File: src/rtl/dbus_req_buffer.sv
// Registered request buffer between the memory stage and the data bus port.
// It issues one request at a time, holds it until the bus accepts it, and holds the response until the stage advances.
module dbus_req_buffer #(
  parameter int ADDR_W      = 64,
  parameter int DATA_W      = 64,
  parameter int TIMEOUT_CYC = 1024
) (
  input  logic                clk,
  input  logic                reset,
  input  logic                in_valid,
  input  logic [ADDR_W-1:0]   in_addr,
  input  logic [2:0]          in_size,
  input  logic [DATA_W/8-1:0] in_strobe,
  input  logic [DATA_W-1:0]   in_data,
  input  logic                in_advance,
  input  logic                kill,
  output logic                in_data_ok,
  output logic [DATA_W-1:0]   in_rdata,
  output logic                bus_valid,
  output logic [ADDR_W-1:0]   bus_addr,
  output logic [2:0]          bus_size,
  output logic [DATA_W/8-1:0] bus_strobe,
  output logic [DATA_W-1:0]   bus_data,
  input  logic                bus_addr_ok,
  input  logic                bus_data_ok,
  input  logic [DATA_W-1:0]   bus_rdata,
  output logic                busy,
  output logic                bus_timeout
);

  localparam int CNT_W = (TIMEOUT_CYC > 0) ? $clog2(TIMEOUT_CYC + 1) : 1;
  localparam logic [CNT_W-1:0] TO_LIM = CNT_W'(TIMEOUT_CYC);

  typedef enum logic [1:0] {IDLE, ADDR, DATA, DONE} state_t;

  state_t           state;
  logic             killed;
  logic [CNT_W-1:0] to_cnt;
  logic [CNT_W-1:0] cnt_inc;
  logic             rsp;
  logic             drop;

  // An addr_ok arriving together with data_ok completes the whole transaction.
  assign rsp     = ((state == ADDR) && bus_addr_ok && bus_data_ok) ||
                   ((state == DATA) && bus_data_ok);
  assign drop    = killed | kill;
  assign cnt_inc = (to_cnt == TO_LIM) ? to_cnt : to_cnt + CNT_W'(1);
  assign busy    = (state != IDLE);

  always_ff @(posedge clk) begin
    if (reset) begin
      state       <= IDLE;
      killed      <= 1'b0;
      to_cnt      <= '0;
      bus_valid   <= 1'b0;
      bus_addr    <= '0;
      bus_size    <= '0;
      bus_strobe  <= '0;
      bus_data    <= '0;
      in_data_ok  <= 1'b0;
      in_rdata    <= '0;
      bus_timeout <= 1'b0;
    end else begin
      case (state)
        IDLE: begin
          if (in_valid && !kill) begin
            bus_addr   <= in_addr;
            bus_size   <= in_size;
            bus_strobe <= in_strobe;
            bus_data   <= in_data;
            bus_valid  <= 1'b1;
            state      <= ADDR;
          end
        end
        ADDR, DATA: begin
          to_cnt <= cnt_inc;
          if ((TIMEOUT_CYC != 0) && (cnt_inc == TO_LIM)) bus_timeout <= 1'b1;
          if (kill) killed <= 1'b1;
          if ((state == ADDR) && bus_addr_ok) begin
            bus_valid <= 1'b0;
            state     <= DATA;
          end
          // A flushed request still finishes on the bus, but its response is dropped.
          if (rsp) begin
            killed <= 1'b0;
            if (drop) begin
              state  <= IDLE;
              to_cnt <= '0;
            end else begin
              state      <= DONE;
              in_rdata   <= bus_rdata;
              in_data_ok <= 1'b1;
            end
          end
        end
        DONE: begin
          if (in_advance || kill) begin
            state      <= IDLE;
            in_data_ok <= 1'b0;
            to_cnt     <= '0;
          end
        end
        default: state <= IDLE;
      endcase
    end
  end

endmodule

File: config.mk
export PLATFORM = sky130hd
export DESIGN_NAME = dbus_req_buffer
export DESIGN_NICKNAME = d
export VERILOG_FILES = /design/src/rtl/dbus_req_buffer.sv
export SDC_FILE = /design/constraint.sdc
export NUM_CORES = 1
export LEC_CHECK = 0
export CAP_MARGIN = 15
export CORE_AREA = 2 2 163 165
export DETAILED_ROUTE_END_ITERATION = 12
export DIE_AREA = 0 0 165 167
export PLACE_DENSITY = 0.66
export SLEW_MARGIN = 20
export SYNTH_ARGS = -nofsm -noshare
export SYNTH_HDL_FRONTEND = slang
export SYNTH_SLANG_ARGS = --single-unit
File: constraint.sdc
create_clock -name clk -period 2.3 [get_ports clk]
set_clock_uncertainty 0.05 [all_clocks]
set_input_delay 0.46 -clock clk [delete_from_list [all_inputs] [get_ports clk]]
set_output_delay 0.46 -clock clk [all_outputs]
set_load 0.1 [all_outputs]
; ---- Word level (Yosys, flattened, before mapping)
; Index checks and enable logic that the tools add are counted.
[op_classes]
n_addsub = 1
bitwise_logic = 2
n_reduce_logical = 21
n_eq_ne = 11
muxes = 20
[ops]
columns = op, n
row1 = 11-bit two-way mux, 4
row2 = "11-bit equality test, second input constant", 2
row3 = 11-bit case mux with 2 select lines, 1
row4 = "11-bit by 1-bit adder with 11-bit output, second input constant", 1
row5 = 2-bit two-way mux, 5
row6 = "2-bit inequality test, second input constant", 5
row7 = 3-bit AND reduction, 3
row8 = 2-bit AND reduction, 4
row9 = 2-bit nonzero test, 4
row10 = 1-bit two-way mux, 7
row11 = 2-bit case mux with 3 select lines, 1
row12 = "2-bit equality test, second input constant", 2
row13 = 1-bit logical AND, 4
row14 = 1-bit case mux with 2 select lines, 2
row15 = 4-bit AND reduction, 1
row16 = "3-bit inequality test, second input constant", 1
row17 = "2-bit by 1-bit equality test with 1-bit output, second input constant", 1
row18 = 2-bit zero test, 1
row19 = 1-bit logical OR, 2
row20 = 2-bit OR reduction, 1
row21 = 1-bit zero test, 1
row22 = 1-bit inverter, 1
row23 = 1-bit OR, 1
[word_totals]
ff_bits = 220
word_cells = 66
in_bits = 210
out_inout_bits = 207

; ---- Longest topological paths before layout
[depth]
depth_word = 6
depth_mapped = 8
ltp_nobuf = 7

; ---- Worst setup path before layout
; No wires, ideal clock.
[synth_path]
path_type = reg2reg
start = register state[0]
end = register state[1]
required_ns = 2.179
arrival_ns = 2.134
path_slack_ns = 0.045
stages_incl_launch_ff = 8
synth_period_minus_slack_ns = 2.255
setup_ns = 0.071
n_path_buf = 0
cell_sequence = dfxtp_1 inv_1 ha_1 inv_1 a21oi_1 a311oi_1 o2111ai_1 a21oi_1
[synth_via]
elab_chain_len = 6
elab_cells_between_ends = 15
cone_classes = 6 x eq/ne / 2 x mux / 7 x reduce/logical
[synth_rtl]
columns = item, line
row1 = from (decl), 36  ; state_t state;
row2 = from (signal assigned), 52  ; state <= IDLE;
row3 = from (signal assigned), 72  ; state <= ADDR;
row4 = from (signal assigned), 81  ; state <= DATA;
row5 = 2-bit by 1-bit equality test with 1-bit output, "44, 64, 79"
row6 = 1-bit logical AND, "44, 79"
row7 = 1-bit logical AND, 44  ; assign rsp = ((state == ADDR) && bus_addr_ok && bus_data_ok) ||
row8 = 1-bit logical OR, 44
row9 = 3-bit inequality test (no line) / 2-bit two-way mux (equally long branches), --
row10 = 3-bit AND reduction (no line) / 2-bit case mux with 3 select lines (equally long branches), --
; Parallel ways exist; a longest one is shown, timed or not.
; A chain may end at the register's enable or synchronous reset.

; ---- Final worst setup path
[layout_path]
start = register state[0]
end = output busy
[layout_via]
elab_chain_len = 1
[layout_rtl]
columns = item, line
row1 = 2-bit nonzero test, 48  ; assign busy = (state != IDLE);
row2 = to (decl), 27  ; output logic busy,
; No other way between the ends.

==> summary.md <==
| Metric | Value |
|---|---|
| Max Cap Violations | `0` |
| Worst hold path cell count | `6` |
| Clock sink count | `220` |
| Global router's overall resource usage | `0.1846` |
| Root Driver | `clkbuf_16` |
| Reg2Reg Capture Point | `bus_timeout` |
| Post-synth ARST share | `0` |
| Final worst-path cycle share | `0.9445` |
| CP Capture Point | `busy` |
| Leading cell types by count after synthesis | `nand2_1, dfxtp_1, a21oi_1` |
| Vias per inst | `4.611` |
| Num CTS Buffers | `27` |
| #FFs+latches synth | `220` |
| Top-count cell post-synth | `nand2_1` |
| Sequential area share after synthesis | `0.5480` |
| Io pins | `417` |
| PwrDens | `930.9 nW/um^2` |
| WL final | `27.08 mm` |
| Via count | `8,110` |
| Diode count | `0` |
| Setup WS post-layout | `127.6 ps` |
| Worst-Margin Slew | `1019 ps` |
| Initial drt markers | `451` |
| Startpoint Class | `register` |
| Worst r2r src | `state[0]` |
| Normalized max-slew margin | `0.3207` |
| GRT Residual Overflow | `0` |
| Unrepaired setup endpoints after global routing | `no` |
| # DRC | `0` |
| H-Tree Depth | `1` |
| Worst path arrival time | `1660 ps` |
| Die ar. | `27,560 sq um` |
| Cells after synthesis | `1,024` |
| Critical path peak fanout | `7` |
| CTS tree | `built` |
| Fillers | `2,550` |
| Worst skew pair latency | `520 ps` |
| Crit Path Class | `register to primary output` |
| Vert. Die Dim | `167 um` |
| Detail Placement HPWL | `18.95 mm` |
| First-pass GRT wire length | `40.99 mm` |
| Routed len/inst | `15.39 um` |
| Crit. Startpoint | `state[0]` |
| Max Buffers Root-to-Sink | `3` |
| Final hold violation count | `0` |
| Place WS | `71.85 ps` |
| Area growth from synthesis to layout | `59.91%` |
| Synthesis Warnings | `0` |
| Core area | `25,760 sq um` |
| Setup_tns | `0 ps` |
| Fin crit period | `2172 ps` |
| Synthesized Nets | `1,240` |
| Largest net degree at the start of global routing | `221` |
| Antenna violations before repair | `0` |
| Hold buffers post-CTS | `0` |
| Die Width | `165 um` |
| Final core utilization | `0.4988` |
| Port bufs | `416` |
| Fraction of layout cells with a size suffix above 1 | `0.1889` |
| Top cell type by total area after synthesis | `dfxtp_1` |
| Status | `completed` |
| Synth area leaders | `dfxtp_1, nand2_1, a21oi_1` |
| Post-Syn Area per Cell | `7.848 sq um` |
| Max-slew violations | `0` |
| Drt pass-1 iters | `5` |
| Critical path data required time | `1790 ps` |
| Reg2Reg Setup Slack | `150 ps` |
| Synth top area share | `0.5480` |
| Synth Flop Type | `dfxtp_1` |
| NumNets Final | `1,620` |
| Row cnt | `59` |
| Clk slew on worst S/H paths | `60 ps` |
| Peak supply drop | `670.7 uV` |
| Library cells used by synthesis | `44` |
| Final setup viols | `0` |
| Leak | `5.030 nW` |
| Fmax | `0.4603 GHz` |
| Vias in the first global route | `7,713` |
| Mapped Area | `8036 sq um` |
| R2R depth | `7` |
| Tightest Hold Check Type | `input pin to register` |
| Starting Density | `0.3119` |
| Gpl congestion | `0.8633` |
| CP Capture Type | `primary output` |
| ANT nets after route | `0` |
| Number of synthesized flops with an enable pin | `0` |
-- worst max-delay path: stages (launching register included) --
cell     delay (ps)
dfxtp_1         390
inv_1            90
ha_1            330
inv_2           140
buf_12          180
-- where the power goes --
| group | leakage, nW | internal, mW | switching [mW] |
|---|---|---|---|
| sequential | 1.79 | 4.07 | 0.150 |
| clock | 0.436 | 2.55 | 1.63 |
| combinational | 2.81 | 0.970 | 2.59 |
-- logic make-up after synthesis --
kind of cell	count (synthesis)	synth area share
AO/OA/AOI/OAI	242	0.1604
adder cells (fa/ha/maj)	6	0.009341
flip-flops	220	0.5480
AND/OR/NAND/NOR	465	0.2279
multiplexers	1	0.001246
XOR/XNOR	6	0.006540
buffers and inverters	84	0.04655
-- state kept, by name, indices dropped and copies added (netlist names) --
register	flops
bus_addr	64
bus_data	64
in_rdata	64
to_cnt	11
bus_strobe	8
bus_size	3
state	2
bus_timeout	1
bus_valid	1
in_data_ok	1
killed	1
-- what timing repair did --
action,in CTS,in global routing
endpoints found under the hold margin,0,0
setup endpoints to repair,0,1
setup buffers,0,0
resized for setup,0,1
-- cells in the final DEF, fill, tap and decap left out, types with 2 or more instances in the layout --
| cell | count |
|---|---|
| nand2_1 | 417 |
| dfxtp_1 | 220 |
| a21oi_1 | 212 |
| buf_4 | 210 |
| clkdlybuf4s50_1 | 208 |
| clkbuf_16 | 27 |
| nor2_1 | 13 |
| o21ai_0 | 8 |
| buf_12 | 8 |
| inv_1 | 7 |
| nand3_1 | 7 |
| a311oi_1 | 7 |
| clkbuf_1 | 7 |
| ha_1 | 6 |
| nor3_1 | 5 |
| clkbuf_8 | 5 |
| nand4_1 | 4 |
| clkinv_2 | 4 |
| xor2_1 | 3 |
| a22oi_1 | 3 |
| xnor2_1 | 3 |
| nor3b_1 | 2 |
| and3_1 | 2 |
| or3_1 | 2 |
| nor4_1 | 2 |
| a211oi_1 | 2 |
| bufinv_16 | 2 |
-- per-layer routing --
metal	part of all wire	vias up	GRT usage	wire, um
met5	0	-	0	0
met4	0.041	0	0.07940	1113
met3	0.077	69	0.04932	2074
met2	0.48	281	0.3049	12960
met1	0.40	3665	0.2246	10930
li1	-	4095	-	-
-- worst min-delay path by stage --
stage / end / from / slack (ps)
after detailed placement: bus_strobe[1] / bus_strobe[1] / 400
after floorplan: state[1] / state[1] / 430
after global routing: bus_data[28] / in_data[28] / 410
after global placement: in_rdata[30] / in_rdata[30] / 390
final: bus_timeout / reset / 390
after CTS: bus_timeout / reset / 350
-- per-stage QoR --
step	total power, mW	area (sq um)	hold slack [ps]	std cells
final	11.96	12850	387.4	1759
after global routing	12.45	12850	410.9	1759
after CTS	12.10	12850	349.4	1759
after detailed placement	7.877	11960	396.8	1710
after global placement	7.846	11960	391.9	1710
after floorplan	6.804	8036	429.3	1024
-- cell type report --
cell class / instances / area, sq um / share of cell area
timing repair buffer: 427 / 3830 / 0.2980
clock inverter: 10 / 116.4 / 0.009055
clock buffer: 39 / 770.7 / 0.05997
sequential: 220 / 4404 / 0.3427
multi-input combinational: 720 / 3281 / 0.2553
inverter: 8 / 30.03 / 0.002337
tap: 335 / 419.2 / 0.03262
Note: power is estimated with default switching activity, not from simulation.
